$ cat config.mk
export PLATFORM = sky130hd
export DESIGN_NAME = vga_timing_gen_flat
export DESIGN_NICKNAME = d
export VERILOG_FILES = /design/src/rtl/vga_pkg.sv /design/src/rtl/video_if.sv /design/src/rtl/vga_pipe_delay.sv /design/src/rtl/vga_timing_gen.sv /design/src/flat_wrapper.sv
export SDC_FILE = /design/constraint.sdc
export NUM_CORES = 1
export LEC_CHECK = 0
export CORE_MARGIN = 2
export CORE_UTILIZATION = 35
export CTS_CLUSTER_SIZE = 10
export DETAILED_ROUTE_END_ITERATION = 6
export HOLD_SLACK_MARGIN = 0.02
export PLACE_DENSITY = 0.63
export SLEW_MARGIN = 40
export SYNTH_ARGS = -nofsm -noshare
export SYNTH_HDL_FRONTEND = slang
export SYNTH_SLANG_ARGS = --single-unit
$ cat constraint.sdc
create_clock -name pixel_clk -period 5.8 [get_ports pixel_clk]
set_clock_uncertainty 0.15 [all_clocks]
set_input_delay 1.74 -clock pixel_clk [delete_from_list [all_inputs] [get_ports pixel_clk]]
set_output_delay 1.74 -clock pixel_clk [all_outputs]
set_load 0.05 [all_outputs]
$ cat src/rtl/vga_pkg.sv
// rtl/vga_pkg.sv - VGA timing presets and shared helpers
package vga_pkg;

    typedef struct packed {
        int hdisp;
        int vdisp;
        int hfp;
        int hpulse;
        int hbp;
        int vfp;
        int vpulse;
        int vbp;
    } vga_timing_t;

    localparam vga_timing_t VGA_800x480 = '{
        hdisp: 800, vdisp: 480,
        hfp: 40, hpulse: 48, hbp: 40,
        vfp: 13, vpulse: 3, vbp: 29
    };

    localparam vga_timing_t VGA_640x480 = '{
        hdisp: 640, vdisp: 480,
        hfp: 16, hpulse: 96, hbp: 48,
        vfp: 10, vpulse: 2, vbp: 33
    };

    // Total period of one axis: blanking regions plus the visible region.
    function automatic int vga_total(input int disp, input int fp, input int pulse, input int bp);
        return disp + fp + pulse + bp;
    endfunction

endpackage

$ cat src/rtl/video_if.sv
// rtl/video_if.sv - video output bundle (clock, colour, syncs, visible flag)
interface video_if #(
    parameter int RGB_W = 24
) ();
    logic             CLK;
    logic [RGB_W-1:0] RGB;
    logic             HS;
    logic             VS;
    logic             BLANK;

    modport master (output CLK, output RGB, output HS, output VS, output BLANK);
    modport slave  (input CLK, input RGB, input HS, input VS, input BLANK);
endinterface

$ cat src/rtl/vga_pipe_delay.sv
// rtl/vga_pipe_delay.sv - register delay line that resets to a constant
module vga_pipe_delay #(
    parameter int             W       = 1,
    parameter int             DEPTH   = 1,
    parameter logic [W-1:0]   RST_VAL = '0
) (
    input  logic         clk,
    input  logic         rst,
    input  logic [W-1:0] d,
    output logic [W-1:0] q
);
    logic [W-1:0] stage [DEPTH];

    // Shift the bundle one stage per cycle; reset fills every stage with RST_VAL.
    always_ff @(posedge clk or posedge rst) begin
        if (rst) begin
            for (int i = 0; i < DEPTH; i++) begin
                stage[i] <= RST_VAL;
            end
        end else begin
            stage[0] <= d;
            for (int i = 1; i < DEPTH; i++) begin
                stage[i] <= stage[i-1];
            end
        end
    end

    assign q = stage[DEPTH-1];
endmodule

$ cat src/rtl/vga_timing_gen.sv
// rtl/vga_timing_gen.sv - VGA timing generator and latency-aligned pixel streamer
module vga_timing_gen
    import vga_pkg::*;
#(
    parameter int               HDISP     = VGA_800x480.hdisp,
    parameter int               VDISP     = VGA_800x480.vdisp,
    parameter int               HFP       = VGA_800x480.hfp,
    parameter int               HPULSE    = VGA_800x480.hpulse,
    parameter int               HBP       = VGA_800x480.hbp,
    parameter int               VFP       = VGA_800x480.vfp,
    parameter int               VPULSE    = VGA_800x480.vpulse,
    parameter int               VBP       = VGA_800x480.vbp,
    parameter bit               HS_POL    = 1'b0,
    parameter bit               VS_POL    = 1'b0,
    parameter int               LAT       = 1,
    parameter int               RGB_W     = 24,
    parameter logic [RGB_W-1:0] UFL_COLOR = RGB_W'(24'hFF00FF)
) (
    input  logic                      pixel_clk,
    input  logic                      pixel_rst,
    input  logic                      en,
    output logic                      pix_req,
    input  logic [RGB_W-1:0]          pix_data,
    input  logic                      pix_valid,
    video_if.master                   video_ifm,
    output logic [$clog2(HDISP)-1:0]  x,
    output logic [$clog2(VDISP)-1:0]  y,
    output logic                      frame_start,
    output logic                      underflow,
    output logic [15:0]               underflow_cnt
);
    localparam int HTOT = vga_total(HDISP, HFP, HPULSE, HBP);
    localparam int VTOT = vga_total(VDISP, VFP, VPULSE, VBP);
    localparam int HW   = $clog2(HTOT);
    localparam int VW   = $clog2(VTOT);
    localparam int XW   = $clog2(HDISP);
    localparam int YW   = $clog2(VDISP);
    localparam int BW   = 3 + XW + YW;

    localparam logic [HW-1:0] H_LAST     = HW'(HTOT - 1);
    localparam logic [HW-1:0] H_SYNC_BEG = HW'(HFP);
    localparam logic [HW-1:0] H_SYNC_END = HW'(HFP + HPULSE);
    localparam logic [HW-1:0] H_ACT      = HW'(HFP + HPULSE + HBP);
    localparam logic [VW-1:0] V_LAST     = VW'(VTOT - 1);
    localparam logic [VW-1:0] V_SYNC_BEG = VW'(VFP);
    localparam logic [VW-1:0] V_SYNC_END = VW'(VFP + VPULSE);
    localparam logic [VW-1:0] V_ACT      = VW'(VFP + VPULSE + VBP);

    logic          running;
    logic [HW-1:0] h_cnt;
    logic [VW-1:0] v_cnt;

    logic          act;
    logic          hs_raw;
    logic          vs_raw;
    logic [XW-1:0] x_raw;
    logic [YW-1:0] y_raw;

    logic [BW-1:0] dec_bundle;
    logic [BW-1:0] dly_bundle;
    logic          act_d;
    logic          hs_d;
    logic          vs_d;
    logic [XW-1:0] x_d;
    logic [YW-1:0] y_d;

    logic [RGB_W-1:0] rgb_q;
    logic             hs_q;
    logic             vs_q;
    logic             blank_q;

    // Start latch: the first en=1 starts the raster, later en values are ignored.
    always_ff @(posedge pixel_clk or posedge pixel_rst) begin
        if (pixel_rst) begin
            running <= 1'b0;
        end else if (en) begin
            running <= 1'b1;
        end
    end

    // Raster counters; they sit at zero until the start latch is set.
    always_ff @(posedge pixel_clk or posedge pixel_rst) begin
        if (pixel_rst) begin
            h_cnt <= '0;
            v_cnt <= '0;
        end else if (running) begin
            if (h_cnt == H_LAST) begin
                h_cnt <= '0;
                v_cnt <= (v_cnt == V_LAST) ? '0 : v_cnt + 1'b1;
            end else begin
                h_cnt <= h_cnt + 1'b1;
            end
        end
    end

    // Decode position into visible/sync flags and pixel coordinates (blanking first).
    always_comb begin
        act    = running && (h_cnt >= H_ACT) && (v_cnt >= V_ACT);
        hs_raw = running && (h_cnt >= H_SYNC_BEG) && (h_cnt < H_SYNC_END);
        vs_raw = running && (v_cnt >= V_SYNC_BEG) && (v_cnt < V_SYNC_END);
        x_raw  = act ? XW'(h_cnt - H_ACT) : '0;
        y_raw  = act ? YW'(v_cnt - V_ACT) : '0;
    end

    assign pix_req    = act;
    assign dec_bundle = {act, hs_raw, vs_raw, x_raw, y_raw};

    // Timing fields travel LAT cycles so they meet the pixel fetched for them.
    vga_pipe_delay #(
        .W       (BW),
        .DEPTH   (LAT),
        .RST_VAL ('0)
    ) u_delay (
        .clk (pixel_clk),
        .rst (pixel_rst),
        .d   (dec_bundle),
        .q   (dly_bundle)
    );

    assign {act_d, hs_d, vs_d, x_d, y_d} = dly_bundle;

    // Output register: syncs, visible flag, coordinates and colour leave together.
    always_ff @(posedge pixel_clk or posedge pixel_rst) begin
        if (pixel_rst) begin
            hs_q        <= ~HS_POL;
            vs_q        <= ~VS_POL;
            blank_q     <= 1'b0;
            rgb_q       <= '0;
            x           <= '0;
            y           <= '0;
            frame_start <= 1'b0;
        end else begin
            hs_q        <= hs_d ? HS_POL : ~HS_POL;
            vs_q        <= vs_d ? VS_POL : ~VS_POL;
            blank_q     <= act_d;
            rgb_q       <= act_d ? (pix_valid ? pix_data : UFL_COLOR) : '0;
            x           <= x_d;
            y           <= y_d;
            frame_start <= act_d && (x_d == '0) && (y_d == '0);
        end
    end

    // Missing upstream pixel in its expected cycle: flag stickily and count, saturating.
    always_ff @(posedge pixel_clk or posedge pixel_rst) begin
        if (pixel_rst) begin
            underflow     <= 1'b0;
            underflow_cnt <= '0;
        end else if (act_d && !pix_valid) begin
            underflow <= 1'b1;
            if (underflow_cnt != 16'hFFFF) begin
                underflow_cnt <= underflow_cnt + 16'd1;
            end
        end
    end

    assign video_ifm.CLK   = pixel_clk;
    assign video_ifm.RGB   = rgb_q;
    assign video_ifm.HS    = hs_q;
    assign video_ifm.VS    = vs_q;
    assign video_ifm.BLANK = blank_q;

endmodule

$ cat src/flat_wrapper.sv
// flat-port wrapper written by rule: the top's interface ports become plain ports
module vga_timing_gen_flat import vga_pkg::*;
#(
    parameter int               HDISP     = VGA_800x480.hdisp,
    parameter int               VDISP     = VGA_800x480.vdisp,
    parameter int               HFP       = VGA_800x480.hfp,
    parameter int               HPULSE    = VGA_800x480.hpulse,
    parameter int               HBP       = VGA_800x480.hbp,
    parameter int               VFP       = VGA_800x480.vfp,
    parameter int               VPULSE    = VGA_800x480.vpulse,
    parameter int               VBP       = VGA_800x480.vbp,
    parameter bit               HS_POL    = 1'b0,
    parameter bit               VS_POL    = 1'b0,
    parameter int               LAT       = 1,
    parameter int               RGB_W     = 24,
    parameter logic [RGB_W-1:0] UFL_COLOR = RGB_W'(24'hFF00FF)
)
  (pixel_clk, pixel_rst, en, pix_req, pix_data, pix_valid, x, y, frame_start, underflow, underflow_cnt, video_ifm_CLK, video_ifm_RGB, video_ifm_HS, video_ifm_VS, video_ifm_BLANK);
  video_if #(.RGB_W(RGB_W)) video_ifm_i ();
  input  logic pixel_clk;
  input  logic pixel_rst;
  input  logic en;
  output logic pix_req;
  input  logic [RGB_W-1:0] pix_data;
  input  logic pix_valid;
  output logic [$clog2(HDISP)-1:0] x;
  output logic [$clog2(VDISP)-1:0] y;
  output logic frame_start;
  output logic underflow;
  output logic [15:0] underflow_cnt;
  output wire logic [$bits(video_ifm_i.CLK)-1:0] video_ifm_CLK;
  output wire logic [$bits(video_ifm_i.RGB)-1:0] video_ifm_RGB;
  output wire logic [$bits(video_ifm_i.HS)-1:0] video_ifm_HS;
  output wire logic [$bits(video_ifm_i.VS)-1:0] video_ifm_VS;
  output wire logic [$bits(video_ifm_i.BLANK)-1:0] video_ifm_BLANK;
  assign video_ifm_CLK = video_ifm_i.CLK;
  assign video_ifm_RGB = video_ifm_i.RGB;
  assign video_ifm_HS = video_ifm_i.HS;
  assign video_ifm_VS = video_ifm_i.VS;
  assign video_ifm_BLANK = video_ifm_i.BLANK;
  vga_timing_gen #(.HDISP(HDISP), .VDISP(VDISP), .HFP(HFP), .HPULSE(HPULSE), .HBP(HBP), .VFP(VFP), .VPULSE(VPULSE), .VBP(VBP), .HS_POL(HS_POL), .VS_POL(VS_POL), .LAT(LAT), .RGB_W(RGB_W), .UFL_COLOR(UFL_COLOR)) u_core (.pixel_clk(pixel_clk), .pixel_rst(pixel_rst), .en(en), .pix_req(pix_req), .pix_data(pix_data), .pix_valid(pix_valid), .video_ifm(video_ifm_i), .x(x), .y(y), .frame_start(frame_start), .underflow(underflow), .underflow_cnt(underflow_cnt));
endmodule
### Word level (Yosys, flattened, before mapping)

Cells that the tools add are included.

* flip-flop bits (word level): 107
* word-level logic and storage cells: 49

* add/subtract/negate cells: 5
* magnitude comparators: 6
* equal/unequal tests: 3
* mux-type cells: 8
* reductions and logical operators: 14

Operator list (count)
* 24-bit 2-to-1 mux: 2
* 10-bit 2-to-1 mux: 3
* 10-bit by 1-bit adder with 10-bit output, second input constant: 2
* 10-bit == test, second input constant: 2
* 10-bit by 6-bit >= comparator with 1-bit output, second input constant: 2
* 16-bit by 1-bit adder with 16-bit output, second input constant: 1
* 16-bit inequality test, second input constant: 1
* 10-bit by 4-bit >= comparator with 1-bit output, second input constant: 1
* 10-bit by 8-bit >= comparator with 1-bit output, second input constant: 1
* 10-bit zero test: 1
* 10-bit by 5-bit < comparator with 1-bit output, second input constant: 1
* 10-bit by 7-bit < comparator with 1-bit output, second input constant: 1
* 10-bit by 8-bit subtractor with 10-bit output, second input constant: 1
* 1-bit logical AND: 9
* 9-bit zero test: 1
* 9-bit 2-to-1 mux: 1
* 9-bit by 6-bit subtractor with 9-bit output, second input constant: 1
* 2-bit AND reduction: 2
* 1-bit 2-to-1 mux: 2
* 1-bit zero test: 1

### Longest topological paths before layout

Gate-level depths: netlist of run 1.

* depth after elaboration: 4
* mapped depth: 7
* mapped depth without buffers: 7

### Modules after synthesis

A second synthesis of run 1 with hierarchy kept.

* cell total of the unflattened synthesis: 386
* area, all modules: 4446.8 µm²

Modules (own cells, without submodules)
* vga_timing_gen: instances 1, cells an instance 363, area an instance 3892.5 µm²
* vga_pipe_delay: instances 1, cells an instance 23, area an instance 554.3 µm²

==> impl_results.rst, run 1 <==
.. list-table::
   :header-rows: 1

   * - Metric
     - Value
   * - Post-layout net count
     - between 500 and 600
   * - Unique masters post-synth
     - 54
   * - Pre-CTS setup slack
     - between 0.3 and 0.4 ns
   * - Overflow after GRT
     - 0
   * - TritonRoute pass-1 iters
     - 4
   * - Outcome
     - completed
   * - Pin count of the biggest net entering global routing
     - 39
   * - Combinational share of power
     - 8.3%
   * - Number of antenna violations at the first check in global routing
     - 0
   * - Internal
     - around 1300 uW
   * - Die Footprint
     - between 10000 and 15000 um^2
   * - Routed length per instance
     - between 10 and 15 um
   * - Startpoint types
     - clock port
   * - Top cell type by total area after synthesis
     - sky130_fd_sc_hd__dfrtp_1
   * - Synth warn
     - 0
   * - Dominant cells by area after synthesis
     - sky130_fd_sc_hd__dfrtp_1 59%, sky130_fd_sc_hd__ha_1 2.8%, sky130_fd_sc_hd__xnor2_1 2.8%, sky130_fd_sc_hd__a21boi_0 2.7%, sky130_fd_sc_hd__inv_1 2.7%
   * - Number of enable-type register cells in the synthesized netlist
     - 0
   * - Worst hold slack after final layout
     - a little over 0.2 ns
   * - IR Drop Worst-Case VDD
     - roughly 0.14 mV
   * - Sw power
     - 412 uW
   * - Worst-Skew Late Latency
     - between 0.4 and 0.5 ns
   * - Pleak
     - between 0.002 and 0.003 uW
   * - Maximum fanout along the worst path
     - 2
   * - Number of gates resized after CTS
     - 0
   * - Avg Vias per Cell
     - approximately 4.7
   * - Number of placement rows
     - between 40 and 50
   * - Critical setup path kind
     - clock port to primary output
   * - Worst hold path class
     - flip-flop to flip-flop
   * - Top-count cell post-synth
     - sky130_fd_sc_hd__dfrtp_1
   * - Worst-case headroom to the max-slew limit
     - slightly above 50%
   * - Post-synthesis sequential area ratio
     - between 60% and 70%
   * - Setup crit end kind
     - primary output
   * - Die Span X
     - between 100 and 150 um
   * - Required time of the critical path
     - ~3.9 ns
   * - Post-route worst setup slack
     - between 0.07 and 0.08 ns
   * - Syn Area/Cell
     - roughly 12 um^2
   * - Switching fraction of total power
     - 24.3%
   * - Wire length of the first global-routing pass
     - 14600 um
   * - Clock edge transition at the registers on the reported setup and hold paths
     - about 0.060 ns
   * - Post-synthesis net count
     - roughly 420
   * - Core area
     - 12500 um^2
   * - Number of diodes
     - 0
   * - Number of register bits inferred by synthesis
     - approximately 110
   * - Clock power frac
     - between 40% and 50%
   * - Post-CTS setup-driven buffer insertion count
     - 0
   * - Share of flip-flops with an asynchronous set or reset after synthesis
     - between 90% and 100%
   * - Synth cell count leaders
     - 105 x sky130_fd_sc_hd__dfrtp_1, 32 x sky130_fd_sc_hd__inv_1, 27 x sky130_fd_sc_hd__nor2_1, 21 x sky130_fd_sc_hd__nand2_1, 16 x sky130_fd_sc_hd__a21boi_0
   * - Max-cap check violation count
     - 0
   * - Ratio of total power to cell area
     - roughly 290 nW/um^2
   * - Combined area of all synthesized cells
     - 4420 um^2
   * - Final Hold Viols
     - 0
   * - Slew Limit Fails
     - 0
   * - Fraction of power consumed by sequential logic
     - about half
   * - I/O pin cnt
     - between 90 and 100
   * - First-iteration detailed-routing DRC count
     - 295
   * - Post-DRT Antenna Nets
     - 0
   * - Final estimated routing congestion in global placement
     - around 0.83
   * - Number of cells produced by synthesis
     - about 380
   * - # DRC
     - 0
   * - Floorplan die height
     - between 100 and 150 um
   * - Overall global routing resource usage
     - about 14%
   * - Actual transition at the worst max-transition pin
     - just over 0.7 ns
   * - Data arrival time of the critical path
     - around 3.8 ns
   * - Most used DFF post-synth
     - sky130_fd_sc_hd__dfrtp_1
   * - Hold buffer count at cts
     - 0
   * - Share of cells above drive strength 1
     - 7.35%
   * - Synthesis-to-finish area growth
     - 32.3%
   * - Port bufs
     - 93
   * - TNS Setup
     - 0 ns
   * - Count of vias placed by the detailed router
     - 3059
   * - Unrepaired setup endpoints after global routing
     - false
   * - Post-DP HPWL
     - between 6000 and 7000 um
   * - Final setup violation count
     - 0
   * - CTS tree
     - built
   * - Share of the synthesized area in the top cell type
     - roughly three fifths
   * - Initial core utilization
     - between 30% and 40%
   * - Number of global-route vias before repair
     - just over 3000
   * - Total wirelength of the detailed-routed design
     - around 9000 um
cells in the final DEF (no fill, tap or decap), drive strengths merged, types with 3 or more instances in the layout:
cell type / synthesis / layout
nand2: 21 / 21
mux2i: 3 / 3
nand4: 9 / 9
o21ai: 9 / 9
nor3: 9 / 9
mux2: 5 / 5
a21boi: 16 / 16
xnor2: 14 / 14
nor4b: 3 / 3
and2: 5 / 5
a21oi: 4 / 4
and4: 3 / 3
or3: 4 / 4
clkbuf: 9 / 15
nand2b: 5 / 5
ha: 10 / 10
clkdlybuf4s50: 0 / 93
nor2: 27 / 27
inv: 32 / 32
dfrtp: 105 / 105
and3: 9 / 9
nor4: 16 / 16
nand3: 13 / 13
xor2: 12 / 12
or4: 3 / 3
power groups by stage:
stage               logic (uW)  clock network (uW)  registers, uW
floorplan                 88.6                37.2            826
global placement           139                39.8            827
detailed placement         140                39.8            830
CTS                        143                 757            815
global route               159                 789            822
finish                     140                 736            816
registers in the layout, indices dropped and copies added, names as in the netlist, 9 cells and up:
name	count
u_core.y	9
u_core.v_cnt	10
u_core.h_cnt	10
u_core.video_ifm.RGB	24
u_core.underflow_cnt	16
u_core.u_delay.q	22
u_core.x	10
path summary, 6_finish.rpt:
kind	startpoint	end	slack (ns)	cells after the start
min in group asynchronous	pixel_rst	u_core.video_ifm.RGB[10]$_DFF_PP0_	1.51	2
max in group asynchronous	pixel_rst	u_core.video_ifm.HS$_DFF_PP1_	3.14	3
worst min register to register	u_core.u_delay.q[19]$_DFF_PP0_	u_core.video_ifm.VS$_DFF_PP1_	0.21	1
worst min-delay path	u_core.u_delay.q[19]$_DFF_PP0_	u_core.video_ifm.VS$_DFF_PP1_	0.21	1
worst max-delay path	pixel_clk	video_ifm_CLK	0.08	3
worst max register to register	u_core.h_cnt[0]$_DFFE_PP0P_	u_core.v_cnt[6]$_DFFE_PP0P_	3.41	5
critical path: stages:
cell and delay [ns]:
sky130_fd_sc_hd__clkbuf_16 0.12, sky130_fd_sc_hd__clkbuf_16 0.13, sky130_fd_sc_hd__clkdlybuf4s50_1 0.69
area by class of cell:
class,count,area (um^2)
Clock buffer,16,332
Clock inverter,3,40.0
Fill cell,1127,6620
Inverter,32,123
Multi-Input combinational cell,224,1530
Sequential cell,107,2680
Tap cell,172,215
Timing Repair Buffer,94,936
per-stage QoR:
stage,util (%),power [uW],cell area [um^2],std cells
floorplan,-,952,4420,381
global placement,44.0,1010,5490,630
detailed placement,44.0,1010,5490,630
CTS,46.9,1720,5850,648
global route,46.9,1770,5850,648
finish,46.9,1690,5850,648
kinds of logic after synthesis:
| kind of cell | count (synthesis) | share of synthesized area, % |
|---|---|---|
| compound gates | 46 | 7.47 |
| xor+xnor | 26 | 5.15 |
| fa+ha+maj | 10 | 2.83 |
| buf+inv | 50 | 4.92 |
| flops | 107 | 60.6 |
| mux | 8 | 1.95 |
| simple gates | 134 | 17.1 |
routing by layer:
metal / routed length [um] / global-route usage, % / vias up
li1: - / - / 1480
met1: 4050 / 17.7 / 1461
met2: 4100 / 22.1 / 105
met3: 720 / 4.51 / 13
met4: 172 / 6.19 / 0
met5: 0 / 0 / -
(Power assumes the default switching activity.)
==> inputs of run 2 (changes only) <==
--- a/config.mk
+++ b/config.mk
@@ -7,6 +7,7 @@
 export LEC_CHECK = 0
 export CORE_MARGIN = 2
 export CORE_UTILIZATION = 35
+export CTS_CLUSTER_DIAMETER = 40
 export CTS_CLUSTER_SIZE = 10
 export DETAILED_ROUTE_END_ITERATION = 6
 export HOLD_SLACK_MARGIN = 0.02
==> results of run 2 <==
Same layout as run 1: the final DEF is identical, and so are final timing and power.
==> inputs of run 3 (changes only) <==
--- a/config.mk
+++ b/config.mk
@@ -12,6 +12,7 @@
 export DETAILED_ROUTE_END_ITERATION = 6
 export HOLD_SLACK_MARGIN = 0.02
 export PLACE_DENSITY = 0.63
+export SETUP_SLACK_MARGIN = 0.3
 export SLEW_MARGIN = 40
 export SYNTH_ARGS = -nofsm -noshare
 export SYNTH_HDL_FRONTEND = slang
==> run 3 against run 2 <==
  * Critical path depth did not move
  * Die area did not move
  * Highest routed layer unchanged
  * Wire length barely moved
  * Global-route usage did not move
  * Sequential power barely moved
  * Sequential cell count did not move
  * Via count fell by 0.29%
  * Cell count did not move
  * Critical endpoint unchanged
  * Non-clock buffer count did not move
==> impl_results.rst, run 3 (synthesized netlist as in run 1, its figures left out) <==
.. list-table::
   :header-rows: 1

   * - Metric
     - Value
   * - Routed length per instance
     - 14.0 um (about the same)
   * - Area taken by multi-input logic gates
     - 1530 um^2 (unchanged)
   * - Most used cells in the layout excluding fill and tap cells
     - 105 x sky130_fd_sc_hd__dfrtp_1, 92 x sky130_fd_sc_hd__clkdlybuf4s50_1, 31 x sky130_fd_sc_hd__inv_1, 27 x sky130_fd_sc_hd__nor2_1, 21 x sky130_fd_sc_hd__nand2_1
   * - Slew Limit Fails
     - 0 (unchanged)
   * - Unrepaired setup endpoints after global routing
     - false
   * - Pleak
     - 0.00277 uW (about the same)
   * - Sequence of cells on the critical path
     - clkbuf_16, clkbuf_16, dlygate4sd2_1
   * - Overflow after GRT
     - 0 (unchanged)
   * - Overall power after layout
     - 1690 uW (-0.29%)
   * - I/O pin cnt
     - 94 (unchanged)
   * - Outcome
     - completed
   * - Number of antenna violations at the first check in global routing
     - 0 (unchanged)
   * - Hold buffer count at cts
     - 0 (unchanged)
   * - Ratio of total power to cell area
     - 288 nW/um^2 (-0.27%)
   * - Post-DRT Antenna Nets
     - 0 (unchanged)
   * - TritonRoute pass-1 iters
     - 4 (unchanged)
   * - HP Start
     - u_core.u_delay.q[19]$_DFF_PP0_
   * - Maximum fanout along the worst path
     - 2 (unchanged)
   * - Share of cells above drive strength 1
     - 7.35% (unchanged)
   * - Start point of the critical path
     - pixel_clk
   * - TNS Setup
     - 0 ns (unchanged)
   * - Total wirelength of the detailed-routed design
     - 9040 um (about the same)
   * - Delay of the slowest cell on the worst path
     - 0.41 ns (-0.28 ns)
   * - # DRC
     - 0 (unchanged)
   * - Most frequent cell on the critical path
     - sky130_fd_sc_hd__clkbuf_16
   * - First-iteration detailed-routing DRC count
     - 295 (unchanged)
   * - Clock edge transition at the registers on the reported setup and hold paths
     - 0.06 ns (about the same)
   * - Actual transition at the worst max-transition pin
     - 0.726 ns (-0.000886 ns)
   * - Sequential cell area
     - 2680 um^2 (unchanged)
   * - Critical setup path kind
     - clock port to primary output
   * - Final cell area excluding filler cells
     - 5850 um^2 (about the same)
   * - CTS tree
     - built
   * - Number of buffers and inverters on the critical path
     - 3 (unchanged)
   * - Overall global routing resource usage
     - 14.0% (unchanged)
   * - Core area
     - 12500 um^2 (unchanged)
   * - Floorplan die height
     - 116 um (unchanged)
   * - Worst-case headroom to the max-slew limit
     - 51.4% (+0.059 points)
   * - Fill cell instance count of the final layout
     - 1127 (unchanged)
   * - Post-DP HPWL
     - 6440 um (unchanged)
   * - Pre-CTS setup slack
     - 0.338 ns (unchanged)
   * - Critical R2R Launch
     - u_core.h_cnt[0]$_DFFE_PP0P_
   * - Area after detailed placement
     - 5490 um^2 (unchanged)
   * - Leading cell type in the layout, fill and taps excluded
     - sky130_fd_sc_hd__dfrtp_1
   * - Setup crit end kind
     - primary output
   * - Post-route worst setup slack
     - 0.353 ns (+0.278 ns)
   * - Final setup violation count
     - 0 (unchanged)
   * - Final Hold Viols
     - 0 (unchanged)
   * - Max FFs per register
     - 24 (unchanged)
   * - Number of global-route vias before repair
     - 3028 (unchanged)
   * - Startpoint types
     - clock port
   * - Initial core utilization
     - 35.5% (unchanged)
   * - Post-layout net count
     - 510 (unchanged)
   * - Master of the slowest instance on the critical path
     - sky130_fd_sc_hd__dlygate4sd2_1
   * - Count of vias placed by the detailed router
     - 3050 (-0.29%)
   * - IR Drop Worst-Case VDD
     - 0.144 mV (about the same)
   * - Number of placement rows
     - 41 (unchanged)
   * - Port bufs
     - 93 (unchanged)
   * - Synthesis-to-finish area growth
     - 32.2% (about the same)
   * - Worst hold slack after final layout
     - 0.205 ns (unchanged)
   * - Die Span X
     - 116 um (unchanged)
   * - Data arrival time of the critical path
     - 3.56 ns (-0.27 ns)
   * - Cell family with most CP delay
     - buffers and inverters
   * - Worst hold path class
     - flip-flop to flip-flop
   * - Die Footprint
     - 13600 um^2 (unchanged)
   * - Required time of the critical path
     - 3.91 ns (about the same)
   * - Wire length of the first global-routing pass
     - 14600 um (unchanged)
   * - Pin count of the biggest net entering global routing
     - 39 (unchanged)
   * - Final estimated routing congestion in global placement
     - 0.832 (unchanged)
   * - Number of diodes
     - 0 (unchanged)
   * - Avg Vias per Cell
     - 4.71 (-0.29%)
   * - Worst-Skew Late Latency
     - 0.45 ns (about the same)
   * - Max-cap check violation count
     - 0 (unchanged)
-- run 3: cell types whose count changed in the layout (fill, tap and decap cells not counted) --
| cell | before | now |
|---|---|---|
| sky130_fd_sc_hd__clkdlybuf4s50_1 | 93 | 92 |
| sky130_fd_sc_hd__dlygate4sd2_1 | 0 | 1 |
-- run 3: layout make-up --
| cell class | instances | share of cell area [%] |
|---|---|---|
| flip-flops and latches | 107 | 45.8 |
| repair buffers | 94 | 16.0 |
| clock inverters | 3 | 0.684 |
| clock buffers | 16 | 5.65 |
| well taps | 172 | 3.68 |
| multi-input cells | 224 | 26.1 |
| inverters | 32 | 2.10 |
-- run 3: path summary, 6_finish.rpt --
check | end | slack (ns) | cells after the start
setup / recovery | video_ifm_CLK | 0.35 | 3
min in group asynchronous | u_core.video_ifm.RGB[10]$_DFF_PP0_ | 1.51 | 2
max in group asynchronous | u_core.video_ifm.HS$_DFF_PP1_ | 3.15 | 3
hold / removal | u_core.video_ifm.VS$_DFF_PP1_ | 0.21 | 1
setup reg to reg | u_core.v_cnt[6]$_DFFE_PP0P_ | 3.42 | 5
hold reg to reg | u_core.video_ifm.VS$_DFF_PP1_ | 0.21 | 1
-- run 3: stage by stage --
step                      std cells  util [%]
after detailed placement        630      44.0
after global routing            648      46.9
after CTS                       648      46.9
after global placement          630      44.0
final                           648      46.9
after floorplan                 381         -
-- run 3: report_power, final --
group | internal (uW) | switching, uW
Clock | 437 | 294
Combinational | 61.2 | 78.5
Sequential | 777 | 39.2
Total | 1280 | 412
-- run 3: worst reg2reg max path: stages, from the launching register on --
cell                      delay (ns)
sky130_fd_sc_hd__dfrtp_1        0.43
sky130_fd_sc_hd__ha_1           0.25
sky130_fd_sc_hd__and2_1         0.21
sky130_fd_sc_hd__nand4_1        0.43
sky130_fd_sc_hd__or4_1          0.65
sky130_fd_sc_hd__xnor2_1        0.15
-- run 3: timing repair --
| item | in CTS | in global routing |
|---|---|---|
| gates resized for setup | 1 | 0 |
| buffers inserted | 0 | 0 |
| endpoints found under the setup margin | 1 | 0 |
-- run 3: metal layers --
| metal | global-route usage, % | share of wire (%) |
|---|---|---|
| met5 | 0 | 0 |
| met4 | 6.19 | 1.9 |
| met3 | 4.51 | 8.0 |
| met2 | 22.1 | 45 |
| met1 | 17.7 | 45 |
